==> config.mk <==
export PLATFORM = sky130hd
export DESIGN_NAME = vga_timing_gen
export DESIGN_NICKNAME = d
export VERILOG_FILES = /design/src/rtl/vga_timing_gen.sv
export SDC_FILE = /design/constraint.sdc
export NUM_CORES = 1
export LEC_CHECK = 0
export CELL_PAD_IN_SITES_DETAIL_PLACEMENT = 1
export CELL_PAD_IN_SITES_GLOBAL_PLACEMENT = 2
export CORE_ASPECT_RATIO = 0.6
export CORE_MARGIN = 4
export CORE_UTILIZATION = 27
export CTS_CLUSTER_SIZE = 16
export DETAILED_ROUTE_END_ITERATION = 8
export HOLD_SLACK_MARGIN = 0.12
export PLACE_DENSITY_LB_ADDON = 0.1
export SLEW_MARGIN = 20
export SYNTH_ARGS = -nofsm -noshare
export SYNTH_HDL_FRONTEND = slang
export SYNTH_SLANG_ARGS = --single-unit
==> constraint.sdc <==
create_clock -name clk25 -period 3.5 [get_ports clk25]
set_clock_uncertainty 0.05 [all_clocks]
set_input_delay 0.7 -clock clk25 [delete_from_list [all_inputs] [get_ports clk25]]
set_output_delay 0.7 -clock clk25 [all_outputs]
set_load 0.1 [all_outputs]
==> src/rtl/vga_timing_gen.sv <==
// VGA timing generator: sync, blanking, pixel position and pixel-request
// strobes for an arbitrary timing set, all in the pixel clock domain.
// Each line and frame is ordered FRONT, SYNC, BACK, DISPLAY.
module vga_timing_gen #(
  parameter int          COLOR_W    = 8,
  parameter int          H_FRONT    = 16,
  parameter int          H_SYNC     = 96,
  parameter int          H_BACK     = 48,
  parameter int          H_DISPLAY  = 640,
  parameter int          V_FRONT    = 10,
  parameter int          V_SYNC     = 2,
  parameter int          V_BACK     = 33,
  parameter int          V_DISPLAY  = 480,
  parameter int          CNT_W      = 10,
  parameter int          PRE_LEAD   = 2,
  parameter logic        HS_POL     = 1'b0,
  parameter logic        VS_POL     = 1'b0,
  parameter logic [23:0] BORDER_RGB = 24'hFFFF00
) (
  input  logic               clk25,
  input  logic               rstN,
  input  logic               enable,
  input  logic               fifo_full,
  input  logic               fifo_empty,
  input  logic               clearErr,
  input  logic [COLOR_W-1:0] inRed,
  input  logic [COLOR_W-1:0] inGreen,
  input  logic [COLOR_W-1:0] inBlue,
  output logic [CNT_W-1:0]   outX,
  output logic [CNT_W-1:0]   outY,
  output logic               outRequest,
  output logic               preRequest,
  output logic               frameStart,
  output logic               lineStart,
  output logic               running,
  output logic               underflow,
  output logic [COLOR_W-1:0] outRed,
  output logic [COLOR_W-1:0] outGreen,
  output logic [COLOR_W-1:0] outBlue,
  output logic               hs,
  output logic               vs,
  output logic               vgaClk,
  output logic               vgaBlankN,
  output logic               vgaSyncN
);

  localparam int H_BLANK = H_FRONT + H_SYNC + H_BACK;
  localparam int H_TOTAL = H_BLANK + H_DISPLAY;
  localparam int V_BLANK = V_FRONT + V_SYNC + V_BACK;
  localparam int V_TOTAL = V_BLANK + V_DISPLAY;

  localparam logic [CNT_W-1:0] H_LAST    = CNT_W'(H_TOTAL - 1);
  localparam logic [CNT_W-1:0] V_LAST    = CNT_W'(V_TOTAL - 1);
  localparam logic [CNT_W-1:0] H_BLANK_C = CNT_W'(H_BLANK);
  localparam logic [CNT_W-1:0] V_BLANK_C = CNT_W'(V_BLANK);
  localparam logic [CNT_W-1:0] HS_START  = CNT_W'(H_FRONT);
  localparam logic [CNT_W-1:0] HS_END    = CNT_W'(H_FRONT + H_SYNC - 1);
  localparam logic [CNT_W-1:0] VS_START  = CNT_W'(V_FRONT);
  localparam logic [CNT_W-1:0] VS_END    = CNT_W'(V_FRONT + V_SYNC - 1);
  localparam logic [CNT_W-1:0] PRE_START = CNT_W'(H_BLANK - PRE_LEAD);
  localparam logic [CNT_W-1:0] PRE_END   = CNT_W'(H_TOTAL - PRE_LEAD - 1);

  // Only the top COLOR_W bits of each border byte reach the DAC.
  localparam logic [COLOR_W-1:0] BORDER_R = BORDER_RGB[23 -: COLOR_W];
  localparam logic [COLOR_W-1:0] BORDER_G = BORDER_RGB[15 -: COLOR_W];
  localparam logic [COLOR_W-1:0] BORDER_B = BORDER_RGB[7  -: COLOR_W];

  typedef enum logic [1:0] {IDLE, WAIT_FILL, RUN} state_t;

  state_t           state, nextState;
  logic [CNT_W-1:0] hCount, vCount, hNext, vNext;
  logic             hsNext, vsNext, active;

  // Next-state logic: a frame, once started, always runs to its last pixel.
  always_comb begin
    // NOTE: every combinational output gets a default first so no path infers a latch.
    nextState = state;
    case (state)
      IDLE:      if (enable) nextState = WAIT_FILL;
      WAIT_FILL: if (!enable) nextState = IDLE;
                 else if (fifo_full) nextState = RUN;
      RUN:       if (!enable && hCount == H_LAST && vCount == V_LAST) nextState = IDLE;
      default:   nextState = IDLE;
    endcase
  end

  // Next counter values; both counters sit at zero whenever not running.
  always_comb begin
    hNext = '0;
    vNext = '0;
    if (state == RUN && nextState == RUN) begin
      if (hCount == H_LAST) begin
        vNext = (vCount == V_LAST) ? '0 : vCount + 1'b1;
      end else begin
        hNext = hCount + 1'b1;
        vNext = vCount;
      end
    end
  end

  // Syncs are decoded from the next count so the registered outputs line up with it.
  always_comb begin
    hsNext = ~HS_POL;
    vsNext = ~VS_POL;
    if (nextState == RUN) begin
      if (hNext >= HS_START && hNext <= HS_END) hsNext = HS_POL;
      if (vNext >= VS_START && vNext <= VS_END) vsNext = VS_POL;
    end
  end

  // State, counters and sync registers.
  always_ff @(posedge clk25 or negedge rstN) begin
    if (!rstN) begin
      // NOTE: sequential state uses non-blocking assignments so all registers update together.
      state  <= IDLE;
      hCount <= '0;
      vCount <= '0;
      hs     <= ~HS_POL;
      vs     <= ~VS_POL;
    end else begin
      state  <= nextState;
      hCount <= hNext;
      vCount <= vNext;
      hs     <= hsNext;
      vs     <= vsNext;
    end
  end

  // Sticky underflow: a new event in the same cycle as a clear keeps the flag set.
  always_ff @(posedge clk25 or negedge rstN) begin
    if (!rstN)                      underflow <= 1'b0;
    else if (active && fifo_empty)  underflow <= 1'b1;
    else if (clearErr)              underflow <= 1'b0;
  end

  assign running    = (state == RUN);
  assign active     = running && (hCount >= H_BLANK_C) && (vCount >= V_BLANK_C);
  assign outRequest = active;
  assign preRequest = running && (vCount >= V_BLANK_C) &&
                      (hCount >= PRE_START) && (hCount <= PRE_END);
  assign lineStart  = running && (hCount == '0);
  assign frameStart = lineStart && (vCount == '0);
  assign outX       = active ? hCount - H_BLANK_C : '0;
  assign outY       = (vCount >= V_BLANK_C) ? vCount - V_BLANK_C : '0;
  assign outRed     = active ? inRed   : BORDER_R;
  assign outGreen   = active ? inGreen : BORDER_G;
  assign outBlue    = active ? inBlue  : BORDER_B;
  assign vgaBlankN  = active;
  assign vgaSyncN   = 1'b1;
  assign vgaClk     = ~clk25;

endmodule

Word-level counts from Yosys, hierarchy flattened
Cells that the tools add are included.
{"block": "totals", "regBits": 25, "inputBits": 30, "output_inout_bits": 55, "wordCells": 63}
{"block": "classes", "addsub": 4, "order_cmp": 8, "eq_ne": 5, "muxes": 21, "bitwise_logic": 1, "n_reduce_logical": 18}
{"operator": "$mux W10", "n": 7}
{"operator": "$mux W8", "n": 3}
{"operator": "$add A10 B1 Y10 const B", "n": 2}
{"operator": "$eq A10 B10 Y1 const B", "n": 2}
{"operator": "$ge A10 B8 Y1 const B", "n": 2}
{"operator": "$logic_not A10 Y1", "n": 2}
{"operator": "$logic_and A1 B1 Y1", "n": 13}
{"operator": "$ge A10 B4 Y1 const B", "n": 1}
{"operator": "$ge A10 B5 Y1 const B", "n": 1}
{"operator": "$ge A10 B6 Y1 const B", "n": 1}
{"operator": "$le A10 B10 Y1 const B", "n": 1}
{"operator": "$le A10 B4 Y1 const B", "n": 1}
{"operator": "$le A10 B7 Y1 const B", "n": 1}
{"operator": "$sub A10 B6 Y10 const B", "n": 1}
{"operator": "$sub A10 B8 Y10 const B", "n": 1}
{"operator": "$mux W2", "n": 4}
{"operator": "$mux W1", "n": 6}
{"operator": "$pmux W2 S3", "n": 1}
{"operator": "$eq A2 B2 Y1 const B", "n": 2}
{"operator": "$eq A2 B1 Y1 const B", "n": 1}
{"operator": "$logic_not A2 Y1", "n": 1}
{"operator": "$reduce_bool A2 Y1", "n": 1}
{"operator": "$logic_not A1 Y1", "n": 1}
{"operator": "$not A1 Y1", "n": 1}

Depth between registers and ports, before layout
{"block": "depth", "word_depth": 12, "ltp_mapped": 9, "ltp_nobuf": 7}

==> impl_metrics.csv <==
group,metric,value,unit
grt,grt_pass1_wl,13.65,mm
power_and_ir_drop,ir_drop,0.5007,mV
synth,synth_edf_count,0,
clocking,post_cts_buffers,0,
placed_design,dpl.hpwl,6.718,mm
timing,relSlewSlack,34.95,%
placed_design,place_congestion,0.8902,
setup_path,crit_arrival,2.64,ns
route,ant_nets,0,
finish,layout.nets,390,
finish,register_area,628.1,um^2
setup_path,crit_type,"clk2out",
timing,fin_ws,0.1132,ns
synth,synth_cells,276,
power_and_ir_drop,p_per_area,354.7,nW/um^2
grt,grt_usage,17.09,%
finish,drive_gt1_share,29.31,%
clocking,h-tree-depth,1,
route,remaining_drc_errors,0,
route,via_per_inst,4.910,
clocking,root_buffer,"clkbuf_16",
clocking,cts.clk_slew.worst_paths,0.07,ns
timing,finalSetupViolCount,0,
route,wl_per_cell,18.26,um
floorplan,dieArea,9869,um^2
synth,synthArstFlopShare,100.0,%
clocking,worstSkewPairLatency,0.26,ns
clocking,cts_hold_buf,0,
placed_design,dpl_worst_slack,-0.1392,ns
grt,grt_max_degree,30,
synth,synthDistinctLibCells,49,
synth,syn-num-nets,317,
finish,num_antenna_cells,0,
grt,antenna_found_initial,0,
timing,hold_violations,0,
synth,ys_warn_count,0,
synth,yosysSeqAreaShare,28.03,%
hold_path,hold_path_class,"reg2reg",
synth,yosysMostFrequentCell,"nor2_1",
setup_path,crit_top_cell,"clkbuf_16",
setup_path,timing.critical_path.slowest_stage_cell,"clkdlybuf4s15_2",
synth,netlist.area_leader.share,25.68,%
floorplan,row_count,25,
clocking,cts_buffers,3,
timing,rsz0062_at_grt,"false",
flow_run,cap_violations,0,
floorplan,die_h,78.57,um
finish,fin_util,47.09,%
setup_path,slowest_delay,0.54,ns
finish,fillCellCount,897,
synth,synthFlopType,"dfrtp_1",
route,firstDrtPassIters,4,
grt,grt_pass1_vias,2385,
timing,worstMarginPinSlew,0.9727,ns
power_and_ir_drop,p_leak,1.562,nW
timing,setup-tns-final,0,ns
timing,finalMaxSlewViolations,0,
synth,yosysTopAreaCell,"dfrtp_1",
finish,synthToLayoutAreaGrowth,67.62,%
synth,synthTopCellsByCount,"nor2_1 (33), dfrtp_1 (23), nand2b_1 (19), xnor2_1 (18)",
clocking,clock_path_buffers,2,
setup_path,startpoint_type,"clock port",
setup_path,crit_path_end_kind,"primary output",
setup_path,path_cells,"clkbuf_16, clkbuf_16, inv_1, clkdlybuf4s15_2",
setup_path,critical_path_peak_fanout,15,
route,wl,8.325,mm
synth,netlist_area,2241,um^2
clocking,cts_tree,"built",
finish,multi_input_area,1488,um^2
synth,ys_ff_latch,25,
finish,instances_no_fill,456,
floorplan,initial_utilization,28.09,%
route,num_vias,2239,
setup_path,crit_family,"buffers and inverters",
floorplan,die_x,125.6,um
setup_path,crit_required,2.75,ns
floorplan,core,7976,um^2
floorplan,num_io_pins,85,
placed_design,dp.cells,452,
status,status,"complete, no violations",
synth,avgSynthCellArea,8.119,um^2
grt,gr-total-overflow,0,
synth,synth_top_cells_by_area,"dfrtp_1 (26%), xnor2_1 (7.0%), ha_1 (6.1%)",
setup_path,crit_buf_inv,4,
placed_design,io_buffers,83,
route,drt_first_iter_violations,87,
-- per-layer routing --
metal	wire (um)	track usage [%]	share of wire, %
met4	22	2.273	0.26
met3	397	2.719	4.8
met2	3604	25.96	43
met5	0	0	0
met1	4301	25.87	52
-- final cells by class --
type                       instances  area share (%)
multi-input combinational        214           39.61
clock buffer                       5           2.965
clock inverter                     1         0.09993
timing repair buffer              92           35.81
tap                              108           3.598
inverter                          11           1.199
sequential                        25           16.72
-- flip-flops by register name (all words and copies together) (netlist names) --
signal     flops
vs             1
state          2
hs             1
vCount        10
hCount        10
underflow      1
-- where the power goes --
part / switching [mW] / internal, mW
logic: 0.302 / 0.182
registers: 0.0862 / 0.336
clock network: 0.210 / 0.216
-- worst register-to-register path: stages, from the launching register on --
cell	delay (ns)
dfrtp_1	0.54
ha_1	0.38
nand4_1	0.40
or3_1	0.63
a22oi_1	0.37
a21oi_1	0.10
nand4_2	0.13
-- worst paths after layout --
kind,from,end,slack [ns],cells past startpoint
min in group asynchronous,rstN,vCount[5],0.76,2
worst max-delay path,clk25,vgaClk,0.11,4
worst max register to register,hCount[0],vs,0.84,6
max in group asynchronous,rstN,hs,2.33,2
worst min register to register,underflow,underflow,0.48,1
worst min-delay path,underflow,underflow,0.48,1
-- repair_timing --
item,in CTS,in global routing
endpoints found under the hold margin,0,0
resized for setup,3,1
pin swaps,0,0
endpoints found under the setup margin,1,10
-- cells by family (layout without fill, tap and decap cells) --
logic type / Yosys count / after routing / synth area share [%]
and+or+nand+nor: 140 / 140 / 34.95
buffers and inverters: 37 / 109 / 8.710
AOI/OAI and AO/OA: 31 / 31 / 9.772
xor gates and xnor gates: 29 / 29 / 11.33
DFF: 25 / 25 / 28.03
adders and majority gates: 11 / 11 / 6.142
muxes: 2 / 2 / 0.8934
other: 1 / 1 / 0.1673
-- per-stage QoR --
step,instance area [um^2],power (mW),hold slack [ns]
global placement,3651,1.008,0.4484
finish,3756,1.332,0.4800
global route,3756,1.399,0.4974
detailed placement,3651,1.013,0.4751
CTS,3752,1.338,0.4917
floorplan,2315,0.8455,0.3544
-- layout by cell type (no fill, tap or decap), types with 11 or more instances in the layout --
| master | instances |
|---|---|
| dfrtp_1 | 23 |
| nor2_1 | 33 |
| clkdlybuf4s50_1 | 30 |
| nand3_1 | 12 |
| xor2_1 | 11 |
| buf_4 | 15 |
| buf_12 | 46 |
| xnor2_1 | 18 |
| nand2b_1 | 19 |
| ha_1 | 11 |
| nand2_1 | 13 |
| inv_1 | 11 |
Note: power is estimated with default switching activity, not from simulation.
